**src/rtl/spi_master_ctrl.sv**
```systemverilog
// SPI master controller for a byte-addressed slave RAM.
//
// A request (op + byte) is accepted in IDLE and turned into one SS_n-framed
// transfer. Each frame starts with a 0 bit, then a 3-bit header
// (op[1], op[1], op[0]), then 8 payload bits, MSB first.
//   op 00 / 10 : write / read address (payload = address), 12 cycles low
//   op 01      : write data (payload = data), 12 cycles low
//   op 11      : read data: 8 dummy zeros, one turnaround cycle, then 8 MISO
//                bits sampled MSB first; 21 cycles low, rsp_valid pulses as
//                SS_n rises
// After every frame SS_n stays high for IDLE_GAP cycles (GAP) plus the IDLE
// cycle in which the next request is accepted.
//
// Ports:
//   clk, rst_n            clock, asynchronous active-low reset
//   req_valid/op/data     request from the requester
//   req_ready             high only in IDLE (and not in reset)
//   rsp_valid, rsp_data   one-cycle pulse with the byte read by an op 11
//   busy                  frame or inter-frame gap in progress
//   SS_n, MOSI, MISO      SPI pins (SS_n, MOSI, rsp_* are registered)
module spi_master_ctrl #(
  parameter int unsigned IDLE_GAP = 1
) (
  input  logic       clk,
  input  logic       rst_n,
  input  logic       req_valid,
  input  logic [1:0] req_op,
  input  logic [7:0] req_data,
  output logic       req_ready,
  output logic       rsp_valid,
  output logic [7:0] rsp_data,
  output logic       busy,
  output logic       SS_n,
  output logic       MOSI,
  input  logic       MISO
);

  typedef enum logic [2:0] {StIdle, StFrame, StTurn, StRecv, StGap} state_e;

  localparam logic [4:0] LastTxCycle = 5'd11;
  localparam logic [4:0] LastRxCycle = 5'd20;
  localparam logic [4:0] GapLast     = 5'(IDLE_GAP - 1);

  state_e      state_q;
  logic [4:0]  cnt_q;      // frame cycle number, reused as the gap counter
  logic [1:0]  op_q;
  logic [10:0] tx_q;       // header + payload still to be shifted out
  logic [6:0]  rx_q;       // first seven received bits
  logic        ss_n_q;
  logic        mosi_q;
  logic        rsp_valid_q;
  logic [7:0]  rsp_data_q;

  // Gated by rst_n so no request can be accepted while reset is held.
  assign req_ready = rst_n && (state_q == StIdle);
  assign busy      = (state_q != StIdle);
  assign SS_n      = ss_n_q;
  assign MOSI      = mosi_q;
  assign rsp_valid = rsp_valid_q;
  assign rsp_data  = rsp_data_q;

  always_ff @(posedge clk or negedge rst_n) begin
    if (!rst_n) begin
      state_q     <= StIdle;
      cnt_q       <= '0;
      op_q        <= '0;
      tx_q        <= '0;
      rx_q        <= '0;
      ss_n_q      <= 1'b1;
      mosi_q      <= 1'b0;
      rsp_valid_q <= 1'b0;
      rsp_data_q  <= '0;
    end else begin
      rsp_valid_q <= 1'b0;
      case (state_q)
        StIdle: begin
          if (req_valid) begin
            op_q    <= req_op;
            // Read-data frames carry dummy zeros instead of the payload.
            tx_q    <= {req_op[1], req_op[1], req_op[0],
                        (req_op == 2'b11) ? 8'h00 : req_data};
            ss_n_q  <= 1'b0;
            mosi_q  <= 1'b0;
            cnt_q   <= '0;
            state_q <= StFrame;
          end
        end
        StFrame: begin
          if (cnt_q == LastTxCycle) begin
            mosi_q <= 1'b0;
            if (op_q == 2'b11) begin
              cnt_q   <= cnt_q + 5'd1;
              state_q <= StTurn;
            end else begin
              ss_n_q  <= 1'b1;
              cnt_q   <= '0;
              state_q <= StGap;
            end
          end else begin
            mosi_q <= tx_q[10];
            tx_q   <= {tx_q[9:0], 1'b0};
            cnt_q  <= cnt_q + 5'd1;
          end
        end
        StTurn: begin
          cnt_q   <= cnt_q + 5'd1;
          state_q <= StRecv;
        end
        StRecv: begin
          rx_q <= {rx_q[5:0], MISO};
          if (cnt_q == LastRxCycle) begin
            // Last bit goes straight into the response with the SS_n rise.
            rsp_data_q  <= {rx_q, MISO};
            rsp_valid_q <= 1'b1;
            ss_n_q      <= 1'b1;
            cnt_q       <= '0;
            state_q     <= StGap;
          end else begin
            cnt_q <= cnt_q + 5'd1;
          end
        end
        StGap: begin
          if (cnt_q == GapLast) begin
            state_q <= StIdle;
          end else begin
            cnt_q <= cnt_q + 5'd1;
          end
        end
        default: state_q <= StIdle;
      endcase
    end
  end

endmodule

```
**config.mk**
```make
export PLATFORM = sky130hd
export DESIGN_NAME = spi_master_ctrl
export DESIGN_NICKNAME = d
export VERILOG_FILES = /design/src/rtl/spi_master_ctrl.sv
export SDC_FILE = /design/constraint.sdc
export NUM_CORES = 1
export LEC_CHECK = 0
export ABC_CLOCK_PERIOD_IN_PS = 2000
export CORE_AREA = 5 5 68 70
export CTS_CLUSTER_DIAMETER = 120
export DETAILED_ROUTE_END_ITERATION = 6
export DIE_AREA = 0 0 73 75
export GPL_ROUTABILITY_DRIVEN = 0
export GPL_TIMING_DRIVEN = 1
export PLACE_DENSITY = 0.71
export SETUP_SLACK_MARGIN = 0.4
export SLEW_MARGIN = 10
export SYNTH_ARGS = -nofsm -noshare
export SYNTH_HDL_FRONTEND = slang
export SYNTH_SLANG_ARGS = --single-unit
```
**constraint.sdc**
```tcl
create_clock -name clk -period 2 [get_ports clk]
set_input_delay 0.6 -clock clk [delete_from_list [all_inputs] [get_ports clk]]
set_output_delay 0.6 -clock clk [all_outputs]
set_load 0.03 [all_outputs]
```
# After elaboration in Yosys (flattened, before gate mapping)
# Index checks and enable logic that the tools add are counted.
dict set report classes {
  eq_ne 15
  n_addsub 1
  muxes 25
  reduce_logical 14
}
# op n
set op_table {}
lappend op_table {{$mux W5} 5}
lappend op_table {{$pmux W5 S5} 1}
lappend op_table {{$mux W11} 2}
lappend op_table {{$pmux W11 S2} 1}
lappend op_table {{$mux W3} 5}
lappend op_table {{$pmux W3 S5} 1}
lappend op_table {{$ne A2 B2 Y1 const B} 7}
lappend op_table {{$mux W8} 1}
lappend op_table {{$mux W1} 7}
lappend op_table {{$eq A3 B2 Y1 const B} 2}
lappend op_table {{$reduce_and A2 Y1} 3}
lappend op_table {{$reduce_and A3 Y1} 2}
lappend op_table {{$reduce_bool A3 Y1} 2}
lappend op_table {{$add A5 B1 Y5 const B} 1}
lappend op_table {{$eq A5 B4 Y1 const B} 1}
lappend op_table {{$eq A5 B5 Y1 const B} 1}
lappend op_table {{$logic_not A5 Y1} 1}
lappend op_table {{$reduce_and A5 Y1} 1}
lappend op_table {{$reduce_bool A5 Y1} 1}
lappend op_table {{$eq A2 B2 Y1 const B} 2}
lappend op_table {{$reduce_and A4 Y1} 1}
lappend op_table {{$eq A3 B1 Y1 const B} 1}
lappend op_table {{$eq A3 B3 Y1 const B} 1}
lappend op_table {{$logic_not A3 Y1} 1}
lappend op_table {{4 further kinds} 4}
dict set report word_totals {
  register_bits 39
  out_inout_bits 13
  word_cells 64
}

# Longest topological paths before layout
# Gate-level depths: netlist (run 1).
dict set report logic_depth {
  word_depth 4
  depth_mapped 7
}

# Worst setup path after synthesis (run 1)
# No wires, ideal clock.
dict set report synth_timing {
  path_kind {register -> output}
  start {register state_q[1]}
  end {output req_ready}
  stages_incl_launch_ff 4
  arrival_ps 1242
  n_path_buf 1
  setup_slack_ps 158
  path_cell_list {dfrtp_1 > buf_2 > nor3_1 > and2_1}
}
dict set report synth_via {
  elab_chain_cells 2
}
# element line
set synth_lines {}
lappend synth_lines {{start, declared} 44} ;# state_e state_q;
lappend synth_lines {{start signal, assigned} 64} ;# state_q <= StIdle;
lappend synth_lines {{start signal, assigned} 85} ;# state_q <= StFrame;
lappend synth_lines {{start signal, assigned} 93} ;# state_q <= StTurn;
lappend synth_lines {{$logic_not A3 Y1} 55} ;# assign req_ready = rst_n && (state_q == StIdle);
lappend synth_lines {{$logic_and A1 B1 Y1} 55}
lappend synth_lines {{end, declared} 29} ;# output logic req_ready,
# No other way between the ends.

# Worst setup path after layout (run 1)
# Same ends and word-level chain as after synthesis.

==> flow_summary.yaml, run 1 <==
run_status:
  status: "complete, no violations"
clocking:
  cts_tree: "done"
  cts_sinks: 39
  clockBufferDepth: 2
  clk_latency_ps: 300
  htreeDepth: 2
  cts_inserted_buffers: 5
  clk_pin_slew_ps: 80
  cts_root_buf: "clkbuf_8"
setup_path:
  crit_end: "req_ready"
  path_max_fanout: 2
  critPathRequiredTime_ps: 1400
  reg2reg_depth: 5
  r2r_end: "cnt_q[4]"
  arrival_ps: 1320
  timing.rr.start: "state_q[1]"
  end_kind: "primary output"
  start_kind: "flop"
  reg2reg_slack_ps: 150
  startpoint: "state_q[1]"
  crit_type: "reg2out"
global_routing:
  use_met1: 0.228
  track_usage: 0.192
  grt_pass1_wl_mm: 7.94
  grt-busiest-layer: "met2"
  grt_pass1_vias: 1660
  grt_start_max_net_pins: 40
  gr-usage-met2: 0.321
  use_met3: 0.0547
  overflow: 0
  antenna_found_initial: 0
final_layout:
  final_nets: 248
  mostFrequentLayoutCells: "35 x dfrtp_1, 27 x buf_4, 23 x buf_6, 17 x nand2_1, 12 x clkdlybuf4s50_1"
  n_antenna_cell: 0
  fin_util: 0.717
  instances_no_fill: 283
  area_delta_synth_final_pct: 57.0
  drive_above_1_share: 0.541
  final_common_cell: "dfrtp_1"
  design_area_um2: 2810
place:
  placed_cell_area_um2: 2170
  io_buffers: 26
  dp_cells: 239
  dp_hpwl_mm: 2.56
run:
  cap_violations: 0
timing:
  tightest_slew_ps: 492
  rsz0062_at_grt: "yes"
  min_period_ps: 1920
  max_slew_margin: 0.672
  final.setup.tns_ps: 0
  final-setup-viol-count: 0
  fmax_mhz: 521
  skew_ps: 6.93
  hold_viol: 0
  fin_crit_sh: 0.960
  final-max-slew-violation-count: 0
yosys:
  ys_ff_latch: 39
  syn_area_um2: 1790
  synth_cell_types: 36
  syn_nets: 173
  synth-warning-count: 0
  syn_inst: 157
  synth_top_area_frac: 0.532
  yosys-top-cells-area: "dfrtp_1 53%, mux2_2 11%, o21ai_0 4.2%"
  avgSynthCellArea_um2: 11.4
  ys_seq_area_frac: 0.547
  yosys.area.top_type: "dfrtp_1"
power_and_ir_drop:
  peakVddDrop_mv: 0.652
  clkPwrFrac: 0.148
  switching_share: 0.384
  p_leak_nw: 1.26
  p_int_mw: 2.54
  power_frac_comb: 0.548
  p_sw_mw: 1.58
  cellPowerDensity_nw_per_um2: 1470
  pwr-share-seq: 0.304
drt:
  dr.pass1.iters: 4
  wl_per_cell_um: 17.9
  vias_per_cell: 5.43
  drt_drc_violations_left: 0
  finalWirelength_mm: 5.08
  ant_nets: 0
  drt_iter0_drc: 83
  dr_total_vias: 1538
min_path:
  hp-class: "in2async"
floorplanning:
  core_area_um2: 3910
  die-height_um: 75
  rows: 23
  initial_utilization: 0.457
  die-area_um2: 5480
  ios: 27
  die_w_um: 73
## power groups by stage
stage                     Combinational (mW)  Sequential [mW]  Clock [mW]
final                                   2.25             1.25       0.610
after global routing                    2.41             1.28       0.648
after detailed placement                1.22             1.21           0
after global placement                  1.16             1.19           0
after CTS                               1.93             1.21       0.621
after floorplan                        0.825             1.18           0
## cells in the mapped netlist
master,number
o21ai_1,1
and4bb_4,1
or4b_1,1
nand2_1,17
nand3b_1,1
a22oi_1,7
a21boi_4,1
and2_1,2
a21oi_1,8
nand4b_1,1
o2bb2ai_1,2
nor2_2,1
a211o_2,1
ha_1,2
mux2_2,17
nor2_1,6
or3b_1,1
o221a_4,1
clkbuf_1,2
nor3_1,3
nor3b_2,1
o21ai_0,15
buf_2,4
mux2i_1,3
and3_1,1
inv_1,6
o22ai_1,1
dfrtp_1,38
dfstp_2,1
o21ai_2,1
o41ai_1,1
o221ai_1,1
nand3_1,2
nand2b_1,4
a32o_1,1
nand4_1,1
## through the flow
step           power (mW)  hold slack (ps)  setup WS [ps]
3_3_place_gp         2.35              462            133
5_1_grt              4.33              419           44.2
3_5_place_dp         2.43              474            106
6_report             4.11              372           80.8
2_1_floorplan        2.01              304            266
4_1_cts              3.76              389            126
## layer usage
metal  vias up  routed length (um)
met5         -                   0
met4         0                 121
met3        13                 235
met2        42                2640
met1       771                2080
li1        712                   -
## critical path, stage by stage, from the launching register on
cell     delay (ps)
dfrtp_1         410
nor3_2          220
buf_4           140
and2_4          120
buf_6           120
## kinds of logic after synthesis
logic type               Yosys count  synth area share
flip-flops                        39             0.547
buffers and inverters             12            0.0280
multiplexers                      20             0.124
adder cells (fa/ha/maj)            2            0.0140
AO/OA/AOI/OAI                     41             0.158
AND/OR/NAND/NOR                   43             0.130
## worst min-delay path by stage
stage,to,cells after the start,slack (ps),start
final,state_q[1],2,370,rst_n
after global routing,state_q[1],2,420,rst_n
after CTS,cnt_q[4],2,390,rst_n
after detailed placement,tx_q[3],2,470,tx_q[3]
after global placement,tx_q[8],2,460,tx_q[8]
after floorplan,MOSI,0,300,rst_n
## flip-flops by register name, indices dropped and copies added (netlist names)
signal / cells
MOSI: 1
SS_n: 1
cnt_q: 5
op_q: 2
rsp_data: 8
rsp_valid: 1
rx_q: 7
state_q: 3
tx_q: 11
## final cells by class
class | instances | area (um^2)
clock buffer | 7 | 96.3
multi-input combinational | 107 | 967
sequential | 39 | 981
timing repair buffer | 73 | 668
clock inverter | 1 | 7.51
tap | 50 | 62.6
fill | 284 | 1110
inverter | 6 | 22.5
## timing repair
item                       CTS  global route
hold buffers                 0             0
cloned                       4             0
resized for setup          100            38
setup endpoints to repair   38            42
buffers inserted            23             9
pin swaps                   12            10
Power figures use the tool's default switching activity.
==> run 2: changes to the inputs <==
--- a/config.mk
+++ b/config.mk
@@ -6,13 +6,15 @@
 export NUM_CORES = 1
 export LEC_CHECK = 0
 export ABC_CLOCK_PERIOD_IN_PS = 2000
-export CORE_AREA = 5 5 68 70
+export CELL_PAD_IN_SITES_DETAIL_PLACEMENT = 0
+export CELL_PAD_IN_SITES_GLOBAL_PLACEMENT = 2
+export CORE_AREA = 5 5 82 84
 export CTS_CLUSTER_DIAMETER = 120
 export DETAILED_ROUTE_END_ITERATION = 6
-export DIE_AREA = 0 0 73 75
+export DIE_AREA = 0 0 87 89
 export GPL_ROUTABILITY_DRIVEN = 0
 export GPL_TIMING_DRIVEN = 1
-export PLACE_DENSITY = 0.71
+export PLACE_DENSITY = 0.72
 export SETUP_SLACK_MARGIN = 0.4
 export SLEW_MARGIN = 10
 export SYNTH_ARGS = -nofsm -noshare
==> flow_summary.yaml, run 2 (same netlist as run 1, synthesis figures left out) <==
setup_path:
  crit_type: "reg2out"
  r2r_end: "cnt_q[4]"
  path_max_fanout: 2
  end_kind: "primary output"
  reg2reg_slack_ps: 180
  startpoint: "state_q[2]"
  timing.rr.start: "cnt_q[1]"
  crit_end: "req_ready"
  reg2reg_depth: 6
  start_kind: "flop"
  critPathRequiredTime_ps: 1400
  arrival_ps: 1290
global_routing:
  grt_start_max_net_pins: 40
  grt_pass1_wl_mm: 7.12
  track_usage: 0.118
  overflow: 0
  grt_pass1_vias: 1492
  antenna_found_initial: 0
power_and_ir_drop:
  clkPwrFrac: 0.137
  power_mw: 3.77
  power_frac_comb: 0.538
  pwr-share-seq: 0.324
  switching_share: 0.380
  p_sw_mw: 1.43
  p_leak_nw: 1.22
  peakVddDrop_mv: 0.626
  p_int_mw: 2.34
  cellPowerDensity_nw_per_um2: 1380
timing:
  min_period_ps: 1890
  rsz0062_at_grt: "yes"
  final-max-slew-violation-count: 0
  max_slew_margin: 0.666
  tightest_slew_ps: 501
  final.setup.tns_ps: 0
  postLayoutSetupSlackWorst_ps: 114
  final-setup-viol-count: 0
  fin_crit_sh: 0.943
  fmax_mhz: 530
  hold_viol: 0
  skew_ps: 8.98
clocking:
  clk_latency_ps: 290
  cts_sinks: 39
  cts_inserted_buffers: 5
  clockBufferDepth: 2
  cts_root_buf: "clkbuf_8"
  hold_buffers: 0
  clk_pin_slew_ps: 80
  htreeDepth: 2
  cts_tree: "done"
floorplanning:
  ios: 27
  core_area_um2: 5850
  die-height_um: 89
  die_w_um: 87
  rows: 28
  die-area_um2: 7740
  initial_utilization: 0.305
final_layout:
  n_antenna_cell: 0
  fin_util: 0.467
  drive_above_1_share: 0.518
  fillerInstances: 530
  area_delta_synth_final_pct: 53.0
  top_register: "tx_q"
  largest_register_ff_count: 11
  mostFrequentLayoutCells: "36 x dfrtp_1, 29 x buf_4, 15 x nand2_1, 15 x buf_6, 12 x clkdlybuf4s50_1"
  final_nets: 243
  final_common_cell: "dfrtp_1"
drt:
  wl_per_cell_um: 15.2
  dr.pass1.iters: 4
  dr_total_vias: 1485
  finalWirelength_mm: 4.62
  vias_per_cell: 4.90
  ant_nets: 0
  drt_iter0_drc: 33
  drt_drc_violations_left: 0
place:
  dp_hpwl_mm: 2.72
  io_buffers: 26
  dp_worst_setup_slack_ps: 91.8
run_status:
  status: "complete, no violations"
min_path:
  hp-class: "in2async"
run:
  cap_violations: 0
-- run 2: changes by cell type in the layout (fill, tap and decap cells not counted), moves of 3 or more --
cell	change
buf_6	-8
a22oi_1	+7
a22oi_2	-7
o21ai_1	-3
-- run 2: power by group through the flow --
stage               combinational [mW]  clock [mW]  sequential, mW
floorplan                        0.825           0            1.18
global placement                  1.20           0            1.19
detailed placement                1.25           0            1.20
CTS                               1.50       0.544            1.20
global route                      2.21       0.576            1.25
finish                            2.03       0.517            1.22
-- run 2: worst max-delay path, cell delays in order (launching register included) --
cell and delay (ps):
dfrtp_1 400, nor3_2 210, buf_4 140, and2_4 130, buf_6 120
-- run 2: cell type report --
type	instances	area, um^2	share of cell area
Sequential cell	39	980	0.358
Multi-Input combinational cell	107	941	0.344
Timing Repair Buffer	68	613	0.224
Tap cell	75	93.8	0.0343
Clock buffer	7	76.3	0.0279
Inverter	6	25.0	0.00915
Clock inverter	1	5.00	0.00183
-- run 2: worst min-delay path by stage --
stage | slack (ps) | start | endpoint | depth (start not counted)
final | 380 | rst_n | cnt_q[4] | 2
after detailed placement | 480 | tx_q[7] | tx_q[7] | 2
after CTS | 400 | rst_n | cnt_q[4] | 2
after global placement | 460 | tx_q[0] | tx_q[0] | 2
after global routing | 430 | rst_n | cnt_q[4] | 2
after floorplan | 300 | rst_n | MOSI | 0
-- run 2: layer usage --
layer / vias up / wire [um] / track usage
met5: - / 0 / 0
met4: 0 / 54 / 0.0382
met3: 7 / 154 / 0.0332
met2: 25 / 2280 / 0.194
met1: 744 / 2130 / 0.150
li1: 709 / - / -
-- run 2: what timing repair did --
item / CTS / global route
endpoints found under the setup margin: 38 / 37
endpoints found under the hold margin: 0 / 0
pin swaps: 9 / 13
gates resized for setup: 65 / 62
cloned: 1 / 3
buffers inserted: 10 / 17
-- run 2: through the flow --
step	hold WS, ps	cells	cell area, um^2
after global routing	435	303	2730
after CTS	399	283	2470
after detailed placement	482	264	2200
after floorplan	304	157	1800
after global placement	465	264	2200
final	378	303	2730
